**config.mk**
```make
export PLATFORM = sky130hd
export DESIGN_NAME = uop_sequencer_flat
export DESIGN_NICKNAME = d
export VERILOG_FILES = /design/src/rtl/uop_sequencer_pkg.sv /design/src/rtl/uop_sequencer_if.sv /design/src/rtl/uop_sequencer.sv /design/src/flat_wrapper.sv
export SDC_FILE = /design/constraint.sdc
export NUM_CORES = 1
export LEC_CHECK = 0
export ABC_AREA = 1
export CAP_MARGIN = 20
export CELL_PAD_IN_SITES_DETAIL_PLACEMENT = 0
export CELL_PAD_IN_SITES_GLOBAL_PLACEMENT = 1
export CORE_MARGIN = 1.5
export CORE_UTILIZATION = 26
export DETAILED_ROUTE_END_ITERATION = 12
export GPL_TIMING_DRIVEN = 0
export PLACE_DENSITY_LB_ADDON = 0.15
export SLEW_MARGIN = 10
export SYNTH_ARGS = -nofsm -noshare
export SYNTH_HDL_FRONTEND = slang
export SYNTH_SLANG_ARGS = --single-unit
```
**constraint.sdc**
```tcl
create_clock -name clk -period 1.2 [get_ports clk]
set_input_delay 0.36 -clock clk [delete_from_list [all_inputs] [get_ports clk]]
set_output_delay 0.36 -clock clk [all_outputs]
set_load 0.1 [all_outputs]
```
**src/rtl/uop_sequencer_pkg.sv**
```systemverilog
// Shared micro-op definitions for the curve arithmetic sequencer: opcodes,
// operand codes, exec conditions, word layout, program selects and FSM states.
package uop_sequencer_pkg;

  localparam int ADDR_W = 6;
  localparam int UOP_W  = 20;
  localparam int PROG_W = 2;

  localparam logic [3:0] OPCODE_CMP = 4'h1;
  localparam logic [3:0] OPCODE_MOV = 4'h2;
  localparam logic [3:0] OPCODE_MUL = 4'h3;
  localparam logic [3:0] OPCODE_ADD = 4'h4;
  localparam logic [3:0] OPCODE_SUB = 4'h5;
  localparam logic [3:0] OPCODE_RDY = 4'hF;

  localparam logic [3:0] UOP_SRC_ZERO = 4'h0;
  localparam logic [3:0] UOP_SRC_PX   = 4'h1;
  localparam logic [3:0] UOP_SRC_PY   = 4'h2;
  localparam logic [3:0] UOP_SRC_PZ   = 4'h3;
  localparam logic [3:0] UOP_SRC_T1   = 4'h4;
  localparam logic [3:0] UOP_SRC_T2   = 4'h5;
  localparam logic [3:0] UOP_DST_T1   = 4'h4;
  localparam logic [3:0] UOP_DST_T2   = 4'h5;
  localparam logic [3:0] UOP_DST_RX   = 4'h6;
  localparam logic [3:0] UOP_DST_RY   = 4'h7;
  localparam logic [3:0] UOP_DST_NONE = 4'hF;

  localparam logic [3:0] UOP_EXEC_ALWAYS     = 4'h0;
  localparam logic [3:0] UOP_EXEC_PZT1T2_0XX = 4'h1;

  localparam int OPCODE_LSB = 16;
  localparam int SRC1_LSB   = 12;
  localparam int SRC2_LSB   = 8;
  localparam int DST_LSB    = 4;
  localparam int EXEC_LSB   = 0;

  localparam logic [PROG_W-1:0] PROG_CONV = 2'd0;
  localparam logic [PROG_W-1:0] PROG_DBL  = 2'd1;
  localparam logic [PROG_W-1:0] PROG_ADD  = 2'd2;
  localparam logic [PROG_W-1:0] PROG_RSVD = 2'd3;

  localparam logic [2:0] ST_IDLE   = 3'd0;
  localparam logic [2:0] ST_FETCH  = 3'd1;
  localparam logic [2:0] ST_DECODE = 3'd2;
  localparam logic [2:0] ST_ISSUE  = 3'd3;
  localparam logic [2:0] ST_WAIT   = 3'd4;
  localparam logic [2:0] ST_FINISH = 3'd5;

  typedef struct packed {
    logic [3:0] opcode;
    logic [3:0] src1;
    logic [3:0] src2;
    logic [3:0] dst;
    logic [3:0] exec;
  } uop_t;

  // Unknown exec codes are treated as never-true so stray ROM words get skipped.
  function automatic logic exec_ok(input logic [3:0] exec, input logic flag_f);
    logic ok;
    ok = 1'b0;
    if (exec == UOP_EXEC_ALWAYS) ok = 1'b1;
    else if (exec == UOP_EXEC_PZT1T2_0XX) ok = flag_f;
    return ok;
  endfunction

endpackage

```
**src/rtl/uop_sequencer_if.sv**
```systemverilog
// Control, ROM and datapath handshake bundle between the sequencer (master)
// and its surroundings (slave).
interface uop_sequencer_if;
  import uop_sequencer_pkg::*;

  logic              start;
  logic [PROG_W-1:0] prog_sel;
  logic              busy;
  logic              done;
  logic              err;
  logic [PROG_W-1:0] rom_sel;
  logic [ADDR_W-1:0] rom_addr;
  logic [UOP_W-1:0]  rom_data;
  logic              uop_valid;
  logic [3:0]        uop_opcode;
  logic [3:0]        uop_src1;
  logic [3:0]        uop_src2;
  logic [3:0]        uop_dst;
  logic              uop_done;
  logic              cmp_eq;

  modport master (
    input  start, prog_sel, rom_data, uop_done, cmp_eq,
    output busy, done, err, rom_sel, rom_addr,
           uop_valid, uop_opcode, uop_src1, uop_src2, uop_dst
  );

  modport slave (
    output start, prog_sel, rom_data, uop_done, cmp_eq,
    input  busy, done, err, rom_sel, rom_addr,
           uop_valid, uop_opcode, uop_src1, uop_src2, uop_dst
  );

endinterface

```
**src/rtl/uop_sequencer.sv**
```systemverilog
// Microprogram engine: fetches 20-bit micro-ops from a registered ROM, filters
// them on their exec condition and issues them to the datapath one at a time.
module uop_sequencer
  import uop_sequencer_pkg::*;
(
  input  logic             clk,
  input  logic             rst_n,
  uop_sequencer_if.master  bus
);

  logic [2:0]        state;
  logic [ADDR_W-1:0] pc;
  logic [PROG_W-1:0] sel;
  logic              err_q;
  logic              flag_f;
  logic [3:0]        opcode_q;
  logic [3:0]        src1_q;
  logic [3:0]        src2_q;
  logic [3:0]        dst_q;
  uop_t              word;
  logic              pc_last;

  assign word    = uop_t'(bus.rom_data);
  assign pc_last = &pc;

  // A PC increment out of the last address means the program had no RDY.
  always_ff @(posedge clk) begin
    if (!rst_n) begin
      state    <= ST_IDLE;
      pc       <= '0;
      sel      <= '0;
      err_q    <= 1'b0;
      flag_f   <= 1'b0;
      opcode_q <= '0;
      src1_q   <= '0;
      src2_q   <= '0;
      dst_q    <= '0;
    end else begin
      case (state)
        ST_IDLE: begin
          if (bus.start) begin
            sel <= bus.prog_sel;
            pc  <= '0;
            if (bus.prog_sel == PROG_RSVD) begin
              err_q <= 1'b1;
              state <= ST_FINISH;
            end else begin
              err_q <= 1'b0;
              state <= ST_FETCH;
            end
          end
        end
        ST_FETCH: state <= ST_DECODE;
        ST_DECODE: begin
          if (word.opcode == OPCODE_RDY) begin
            state <= ST_FINISH;
          end else if (!exec_ok(word.exec, flag_f)) begin
            pc <= pc + 1'b1;
            if (pc_last) begin
              err_q <= 1'b1;
              state <= ST_FINISH;
            end else begin
              state <= ST_FETCH;
            end
          end else begin
            opcode_q <= word.opcode;
            src1_q   <= word.src1;
            src2_q   <= word.src2;
            dst_q    <= word.dst;
            state    <= ST_ISSUE;
          end
        end
        ST_ISSUE: state <= ST_WAIT;
        ST_WAIT: begin
          if (bus.uop_done) begin
            if (opcode_q == OPCODE_CMP) flag_f <= bus.cmp_eq;
            pc <= pc + 1'b1;
            if (pc_last) begin
              err_q <= 1'b1;
              state <= ST_FINISH;
            end else begin
              state <= ST_FETCH;
            end
          end
        end
        ST_FINISH: state <= ST_IDLE;
        default:   state <= ST_IDLE;
      endcase
    end
  end

  assign bus.busy       = (state == ST_FETCH) || (state == ST_DECODE) ||
                          (state == ST_ISSUE) || (state == ST_WAIT);
  assign bus.done       = (state == ST_FINISH);
  assign bus.uop_valid  = (state == ST_ISSUE);
  assign bus.err        = err_q;
  assign bus.rom_sel    = sel;
  assign bus.rom_addr   = pc;
  assign bus.uop_opcode = opcode_q;
  assign bus.uop_src1   = src1_q;
  assign bus.uop_src2   = src2_q;
  assign bus.uop_dst    = dst_q;

endmodule

```
**src/flat_wrapper.sv**
```systemverilog
// flat-port wrapper written by rule: the top's interface ports become plain ports
module uop_sequencer_flat import uop_sequencer_pkg::*;
  (clk, rst_n, bus_start, bus_prog_sel, bus_rom_data, bus_uop_done, bus_cmp_eq, bus_busy, bus_done, bus_err, bus_rom_sel, bus_rom_addr, bus_uop_valid, bus_uop_opcode, bus_uop_src1, bus_uop_src2, bus_uop_dst);
  uop_sequencer_if bus_i ();
  input  logic clk;
  input  logic rst_n;
  input wire logic [$bits(bus_i.start)-1:0] bus_start;
  input wire logic [$bits(bus_i.prog_sel)-1:0] bus_prog_sel;
  input wire logic [$bits(bus_i.rom_data)-1:0] bus_rom_data;
  input wire logic [$bits(bus_i.uop_done)-1:0] bus_uop_done;
  input wire logic [$bits(bus_i.cmp_eq)-1:0] bus_cmp_eq;
  output wire logic [$bits(bus_i.busy)-1:0] bus_busy;
  output wire logic [$bits(bus_i.done)-1:0] bus_done;
  output wire logic [$bits(bus_i.err)-1:0] bus_err;
  output wire logic [$bits(bus_i.rom_sel)-1:0] bus_rom_sel;
  output wire logic [$bits(bus_i.rom_addr)-1:0] bus_rom_addr;
  output wire logic [$bits(bus_i.uop_valid)-1:0] bus_uop_valid;
  output wire logic [$bits(bus_i.uop_opcode)-1:0] bus_uop_opcode;
  output wire logic [$bits(bus_i.uop_src1)-1:0] bus_uop_src1;
  output wire logic [$bits(bus_i.uop_src2)-1:0] bus_uop_src2;
  output wire logic [$bits(bus_i.uop_dst)-1:0] bus_uop_dst;
  assign bus_i.start = bus_start;
  assign bus_i.prog_sel = bus_prog_sel;
  assign bus_i.rom_data = bus_rom_data;
  assign bus_i.uop_done = bus_uop_done;
  assign bus_i.cmp_eq = bus_cmp_eq;
  assign bus_busy = bus_i.busy;
  assign bus_done = bus_i.done;
  assign bus_err = bus_i.err;
  assign bus_rom_sel = bus_i.rom_sel;
  assign bus_rom_addr = bus_i.rom_addr;
  assign bus_uop_valid = bus_i.uop_valid;
  assign bus_uop_opcode = bus_i.uop_opcode;
  assign bus_uop_src1 = bus_i.uop_src1;
  assign bus_uop_src2 = bus_i.uop_src2;
  assign bus_uop_dst = bus_i.uop_dst;
  uop_sequencer u_core (.clk(clk), .rst_n(rst_n), .bus(bus_i));
endmodule
```
==> results of run 1 <==
## worst max-delay path, stage by stage, from the launching register on
cell     delay (ns)
dfxtp_4        0.38
inv_4          0.04
nor3_4         0.16
inv_1          0.07
nand2_2        0.08
inv_4          0.04
o21ai_4        0.06
buf_12         0.19
## registers in the layout, indices dropped and copies added, names as in the netlist
name / count
u_core.bus.rom_sel: 2
u_core.flag_f: 1
u_core.bus.uop_src2: 4
u_core.state: 3
u_core.bus.uop_src1: 4
u_core.bus.uop_dst: 4
u_core.bus.uop_opcode: 4
u_core.bus.err: 1
u_core.bus.rom_addr: 6
## per-stage QoR
stage / total power, uW / area [um2] / util / TNS, ns
after floorplan: 1493 / 1464 / - / -1.205
after global placement: 1683 / 2082 / 0.4129 / -32.06
after detailed placement: 1684 / 2082 / 0.4129 / -32.29
after CTS: 2642 / 2649 / 0.5253 / -4.908
after global routing: 2877 / 2863 / 0.5677 / -8.552
final: 2733 / 2863 / 0.5677 / -5.975
## metal layers
| metal | part of all wire | up-vias | GRT usage |
|---|---|---|---|
| met5 | 0 | - | 0 |
| met4 | 0.014 | 0 | 0.06061 |
| met3 | 0.064 | 5 | 0.05756 |
| met2 | 0.48 | 41 | 0.2311 |
| met1 | 0.44 | 675 | 0.1872 |
| li1 | - | 794 | - |
## layout by cell type, fill, tap and decap left out, drive strengths merged, types with 9 or more instances in the layout
master,instances
buf,60
nor2,37
nand2,33
dfxtp,29
inv,25
o21ai,20
clkdlybuf4s50,17
a21oi,16
clkbuf,10
nand3,9
## kinds of logic (layout without fill, tap and decap cells)
group                      Yosys count  in the layout  synth area share
DFF                                 29             29            0.4304
buffers and inverters               31            123           0.09276
xor gates and xnor gates             3              3           0.01948
AOI/OAI and AO/OA                   36             36            0.1364
adders and majority gates            1              1          0.009275
and+or+nand+nor                     90             90            0.3117
## path summary, 6_finish.rpt
kind,start,end,cells past startpoint
worst max-delay path,u_core.state[1],bus_busy,7
worst min-delay path,rst_n,u_core.bus.uop_src2[2],3
worst max register to register,u_core.state[0],u_core.bus.rom_addr[5],10
worst min register to register,u_core.bus.rom_sel[0],u_core.bus.rom_sel[0],2
## what timing repair did
item,4_1_cts,5_1_grt
cloned,2,0
setup endpoints to repair,54,56
resized for setup,258,45
hold buffers,0,0
buffers inserted,23,7
pin swaps,12,11
## layout make-up
| cell class | instances | area share |
|---|---|---|
| flip-flops and latches | 29 | 0.2247 |
| inverters | 27 | 0.04239 |
| well taps | 70 | 0.03059 |
| repair buffers | 84 | 0.3877 |
| multi-input cells | 130 | 0.2701 |
| clock buffers | 8 | 0.03147 |
| plain buffers | 4 | 0.01311 |
## where the power goes
part	total (uW)	leakage, uW	internal (uW)	switching [uW]
logic	867	0.000902	378	490
clock network	830	0.0000455	467	363
registers	1040	0.000251	984	51.3
==> flow_summary.yaml, run 1 <==
place:
  portBuffers: 53
  placed_cells: 313
  post-place-ws_ns: -1.316
  hpwlAfterDp_um: 2608
  gp_congestion: 0.7333
setup_path:
  arrival_ns: 1.31
  cp-end-kind: "primary output"
  critPathKind: "reg -> out"
  crit_fanout: 4
  worstPathRequired_ns: 0.84
  setup.worst_path.start_class: "flip-flop"
  r2r_slack_ns: -0.28
drt:
  totalWireLength_um: 4014
  vias_per_cell: 4.304
  antenna_left: 0
  drc: 0
  route.vias.total: 1515
  wl_per_cell_um: 11.40
  drt_iter0_drc: 77
  drt_first_pass_iters: 4
finish:
  layout.nets: 309
  fillers: 459
  n_antenna_cell: 0
  multi_input_area_um2: 773.2
  drive_above_1_share: 0.4894
  final-seq-area_um2: 643.1
  final_cells: 352
  syn2layout_area_growth_pct: 112.2
outcome:
  status: "finished, violations left"
  violations: "negative setup slack"
floorplanning:
  start_util: 0.2675
  core_um2: 5042
  fp.dieH_um: 75.03
  num_rows: 26
  fp.dieArea_um2: 5629
  ios: 55
  die_w_um: 75.03
synthesis:
  ys_top_cells_by_count: "nor2_1, nand2_1, dfxtp_1"
  synth-edff-count: 0
  synth.most_common_cell: "nor2_1"
  synth_nets: 218
  ys_types: 25
  yosys_warnings: 0
  synth_top_area_frac: 0.4304
  synth_cells: 190
  yosys.area.top_type: "dfxtp_1"
  ys_seq_elements: 29
  yosysSeqAreaShare: 0.4304
  netlist_area_um2: 1349
  avgSynthCellArea_um2: 7.099
  ys.flop_type: "dfxtp_1"
  yosys-top-cells-area: "dfxtp_1, nor2_1, nand2_1"
  ys_async_sr_fraction: 0
power:
  p_leak_uw: 0.001199
  peakVddDrop_uv: 469.6
  p_per_area_nw_per_um2: 954.5
sta:
  slew_violations: 0
  relSlewSlack: 0.6915
  hold_slack_ns: 0.4521
  finClkSkew_ns: 0.002539
  finalHoldViolations: 0
  setup_viol: 30
  period_minus_slack_ns: 1.666
  post-route-period-util: 1.388
  worst_pin_slew_ns: 0.4627
  grt_setup_unrepaired: "true"
  setup_ws_ns: -0.4659
  maxClockFrequency_mhz: 600.3
job:
  cap_violations: 0
grt:
  grt_pass1_vias: 1346
  grt_max_degree: 11
  antenna_found_initial: 0
  grt_usage: 0.1495
  grt_pass1_wl_um: 6210
  overflow: 0
worst_hold_path:
  hold_path.class: "in -> reg"
clock_tree:
  clk_path_buf_depth: 2
  root_buffer: "clkbuf_8"
  clk_pin_slew_worst_paths_ns: 0.06
  cts_inserted_buffers: 5
  cts_tree: "done"
  htreeDepth: 2
  cts_sinks: 29
  insertion_delay_ns: 0.28
(Power assumes the default switching activity.)
==> inputs of run 2 (changes only) <==
--- a/config.mk
+++ b/config.mk
@@ -9,9 +9,11 @@
 export CAP_MARGIN = 20
 export CELL_PAD_IN_SITES_DETAIL_PLACEMENT = 0
 export CELL_PAD_IN_SITES_GLOBAL_PLACEMENT = 1
+export CORE_ASPECT_RATIO = 1.1
 export CORE_MARGIN = 1.5
 export CORE_UTILIZATION = 26
 export DETAILED_ROUTE_END_ITERATION = 12
+export GPL_ROUTABILITY_DRIVEN = 0
 export GPL_TIMING_DRIVEN = 0
 export PLACE_DENSITY_LB_ADDON = 0.15
 export SLEW_MARGIN = 10
==> flow_summary.yaml, run 2 (same netlist as run 1, synthesis figures left out) <==
finish:
  design_area_um2: 2963
  final_cell_mix: "nor2_1, buf_12, nand2_1, buf_4"
  fillers: 458
  layout.nets: 310
  n_antenna_cell: 0
  final_common_cell: "nor2_1"
  drive_above_1_share: 0.5548
  final_cells: 341
  largest_reg_flops: 6
  syn2layout_area_growth_pct: 119.7
place:
  post-place-ws_ns: -1.316
  portBuffers: 53
  placed_cells: 301
  hpwlAfterDp_um: 2685
  post_dp_cell_area_um2: 2067
setup_path:
  arrival_ns: 1.32
  path_buf_inv: 3
  max_stage_delay_ns: 0.37
  cp-end-kind: "primary output"
  crit_chain: "nor3_4 > inv_1 > nand2_2 > inv_4 > o21ai_4 > buf_12"
  crit_fanout: 4
  cpLargestDelayFamily: "flip-flops"
  worstPathRequired_ns: 0.84
  slowest_stage: "dfxtp_4"
  rr_endpoint: "u_core.bus.rom_addr[1]"
  r2r_slack_ns: -0.17
  critPathKind: "reg -> out"
  reg2reg_from: "u_core.state[0]"
  setup.worst_path.start_class: "flip-flop"
  rr_worst_depth: 8
floorplanning:
  num_rows: 27
  fp.dieH_um: 78.54
  die_w_um: 71.68
  ios: 55
  core_um2: 5000
  start_util: 0.2698
  fp.dieArea_um2: 5629
drt:
  drt_first_pass_iters: 6
  wl_per_cell_um: 12.25
  drc: 0
  totalWireLength_um: 4177
  antenna_left: 0
  route.vias.total: 1521
  vias_per_cell: 4.460
  drt_iter0_drc: 49
sta:
  finClkSkew_ns: 0.006878
  setup_viol: 33
  setup_ws_ns: -0.4836
  worst_pin_slew_ns: 0.7070
  slew_violations: 0
  hold_slack_ns: 0.4686
  post-route-period-util: 1.403
  grt_setup_unrepaired: "true"
  maxClockFrequency_mhz: 594.0
  period_minus_slack_ns: 1.684
  finalSetupTns_ns: -4.182
  relSlewSlack: 0.5287
  finalHoldViolations: 0
worst_hold_path:
  hold_start: "u_core.bus.rom_sel[1]"
  hold_path.class: "reg -> reg"
  holdPathEnd: "u_core.bus.rom_sel[1]"
  whs_path_depth: 2
grt:
  grt_usage: 0.1597
  antenna_found_initial: 0
  overflow: 0
  grt_max_degree: 11
  grt_pass1_wl_um: 6927
  grt_pass1_vias: 1491
clock_tree:
  clk_pin_slew_worst_paths_ns: 0.06
  cts_sinks: 29
  clk_path_buf_depth: 2
  hold_buffers: 0
  cts_inserted_buffers: 5
  cts_tree: "done"
  htreeDepth: 2
  root_buffer: "clkbuf_8"
  insertion_delay_ns: 0.29
outcome:
  violations: "negative setup slack"
  status: "finished, violations left"
power:
  p_per_area_nw_per_um2: 926.6
  p_leak_uw: 0.001222
  peakVddDrop_uv: 599.5
job:
  cap_violations: 0
## run 2: cell types whose count changed in the layout (fill, tap and decap cells not counted), moves of 4 or more
cell	before	now
o21ai_2	1	14
o21ai_0	10	2
o21ai_1	8	2
buf_4	23	19
buf_6	5	9
## run 2: worst max-delay path by stage
stage,startpoint,end,cells past startpoint
3_3_place_gp,u_core.state[1],bus_busy,7
5_1_grt,u_core.state[1],bus_busy,7
4_1_cts,u_core.state[0],bus_busy,6
6_report,u_core.state[2],bus_busy,6
2_1_floorplan,u_core.state[0],bus_done,2
3_5_place_dp,u_core.state[1],bus_busy,7
## run 2: report_power, final
part | switching, uW | internal [uW]
Clock | 379 | 401
Combinational | 530 | 403
Sequential | 50.3 | 982
## run 2: repair_timing
| item | CTS | global route |
|---|---|---|
| gates cloned | 2 | 0 |
| setup buffers | 28 | 6 |
| resized for setup | 318 | 27 |
| setup endpoints to repair | 54 | 56 |
| pin swaps | 29 | 4 |
## run 2: area by class of cell
| type | count | area (um2) | share of cell area |
|---|---|---|---|
| buffer | 4 | 37.54 | 0.01267 |
| clock buffer | 6 | 72.57 | 0.02449 |
| clock inverter | 2 | 10.01 | 0.003378 |
| inverter | 27 | 126.4 | 0.04265 |
| multi-input combinational | 130 | 864.6 | 0.2918 |
| sequential | 29 | 645.6 | 0.2179 |
| tap | 58 | 72.57 | 0.02449 |
| timing repair buffer | 85 | 1134 | 0.3826 |
## run 2: worst min-delay path, cell delays in order (launching register included)
cell and delay (ns):
dfxtp_2 0.33, inv_1 0.05, a21oi_1 0.05
## run 2: metal layers
metal	up-vias	track usage	routed length, um
li1	793	-	-
met1	686	0.1756	1626
met2	37	0.2750	2269
met3	5	0.06418	228
met4	0	0.05660	53
met5	-	0	0
## run 2: metrics by stage
step	power [uW]	util
floorplan	1493	-
global placement	1686	0.4134
detailed placement	1687	0.4134
CTS	2695	0.5666
global route	2870	0.5926
finish	2745	0.5926
==> inputs of run 3 (changes only) <==
--- a/config.mk
+++ b/config.mk
@@ -10,8 +10,8 @@
 export CELL_PAD_IN_SITES_DETAIL_PLACEMENT = 0
 export CELL_PAD_IN_SITES_GLOBAL_PLACEMENT = 1
 export CORE_ASPECT_RATIO = 1.1
-export CORE_MARGIN = 1.5
-export CORE_UTILIZATION = 26
+export CORE_UTILIZATION = 27
+export CTS_BUF_LIST = sky130_fd_sc_hd__clkbuf_8
 export DETAILED_ROUTE_END_ITERATION = 12
 export GPL_ROUTABILITY_DRIVEN = 0
 export GPL_TIMING_DRIVEN = 0
==> flow_summary.yaml, run 3 (same netlist as run 1, synthesis figures left out) <==
grt:
  overflow: 0
  antenna_found_initial: 0
  grt_pass1_vias: 1493
  grt_max_degree: 11
  grt_pass1_wl_um: 6755
  grt_usage: 0.1584
clock_tree:
  cts_sinks: 29
  root_buffer: "clkbuf_8"
  cts_inserted_buffers: 5
  cts_tree: "done"
  clk_path_buf_depth: 2
  htreeDepth: 2
  hold_buffers: 0
  insertion_delay_ns: 0.28
  clk_pin_slew_worst_paths_ns: 0.06
floorplanning:
  ios: 55
  num_rows: 26
  die_w_um: 69.39
  start_util: 0.2859
  fp.dieArea_um2: 5283
  fp.dieH_um: 76.13
  core_um2: 4717
drt:
  wl_per_cell_um: 12.54
  drt_iter0_drc: 51
  drt_first_pass_iters: 4
  vias_per_cell: 4.523
  antenna_left: 0
  totalWireLength_um: 4314
  drc: 0
  route.vias.total: 1556
outcome:
  status: "finished, violations left"
  violations: "negative setup slack"
sta:
  relSlewSlack: 0.6126
  finalHoldViolations: 0
  period_minus_slack_ns: 1.689
  worst_pin_slew_ns: 0.5812
  slew_violations: 0
  setup_ws_ns: -0.4887
  maxClockFrequency_mhz: 592.2
  grt_setup_unrepaired: "true"
  post-route-period-util: 1.407
  setup_viol: 30
  finClkSkew_ns: 0.001605
setup_path:
  worstPathRequired_ns: 0.84
  crit_fanout: 4
  setup.worst_path.start_class: "flip-flop"
  arrival_ns: 1.33
  critPathKind: "reg -> out"
  cp-end-kind: "primary output"
finish:
  fillers: 369
  largest_reg_flops: 6
  design_area_um2: 3075
  layout.nets: 315
  drive_above_1_share: 0.6111
  multi_input_area_um2: 944.7
  final-seq-area_um2: 645.6
  n_antenna_cell: 0
  syn2layout_area_growth_pct: 128.0
  final_common_cell: "buf_12"
  final_cell_mix: "buf_12, buf_4, nand2_1, nor2_1, dfxtp_2"
job:
  cap_violations: 0
power:
  p_leak_uw: 0.001275
  peakVddDrop_uv: 609.4
  p_per_area_nw_per_um2: 936.9
  totalPowerFinal_uw: 2881
place:
  portBuffers: 53
  post-place-ws_ns: -1.313
  hpwlAfterDp_um: 2594
  post_dp_cell_area_um2: 2064
worst_hold_path:
  hold_path.class: "in -> reg"
## run 3: cell types whose count changed in the layout (fill, tap and decap cells not counted), sizes merged
cell / delta
clkbuf: +1
dlygate4sd2: -1
clkdlybuf4s50: -1
clkinvlp: +1
dlymetal6s2s: +2
buf: +5
inv: -1
clkinv: -1
## run 3: layer usage
metal  vias to the layer above  global-route usage  part of all wire
met5                         -                   0                 0
met4                         0             0.05510             0.013
met3                         7             0.04497             0.046
met2                        34              0.2748              0.55
met1                       706              0.1846              0.40
li1                        809                   -                 -
## run 3: what timing repair did
| action | CTS | global route |
|---|---|---|
| gates cloned | 2 | 0 |
| setup buffers | 41 | 19 |
| gates resized for setup | 274 | 88 |
| endpoints found under the hold margin | 0 | 0 |
| endpoints found under the setup margin | 54 | 49 |
| pin swaps | 16 | 28 |
## run 3: through the flow
stage	std cells	hold WS (ns)	utilization	setup TNS, ns
finish	344	0.4437	0.6520	-5.443
global route	344	0.4643	0.6520	-7.536
CTS	330	0.4571	0.5663	-5.880
detailed placement	299	0.4351	0.4377	-33.04
global placement	299	0.4330	0.4377	-33.02
floorplan	190	0.4986	-	-1.205
## run 3: worst max-delay path: stages, from the launching register on
cell     delay [ns]
dfxtp_4        0.37
nor2_4         0.19
nand2_4        0.09
nand2_2        0.10
inv_4          0.05
o21ai_4        0.06
buf_12         0.19
## run 3: final cells by class
class | count | area share
Inverter | 27 | 0.04272
Tap cell | 56 | 0.02278
Timing Repair Buffer | 90 | 0.3723
Sequential cell | 29 | 0.2099
Clock buffer | 7 | 0.03133
Buffer | 4 | 0.01221
Clock inverter | 1 | 0.001627
Multi-Input combinational cell | 130 | 0.3072
## run 3: power by group
part,total [uW],leakage (uW),internal (uW),switching (uW)
registers,1030,0.000252,982,47.5
logic,958,0.000969,406,551
clock network,895,0.0000542,518,377
total,2880,0.00128,1910,976
## run 3: worst paths after layout
kind	startpoint	end	slack, ns	cells after the start
worst max-delay path	u_core.state[1]	bus_busy	-0.49	6
worst min-delay path	bus_uop_done	u_core.state[2]	0.44	4
worst max register to register	u_core.state[0]	u_core.bus.uop_src1[3]	-0.28	8
worst min register to register	u_core.bus.rom_sel[1]	u_core.bus.rom_sel[1]	0.46	2
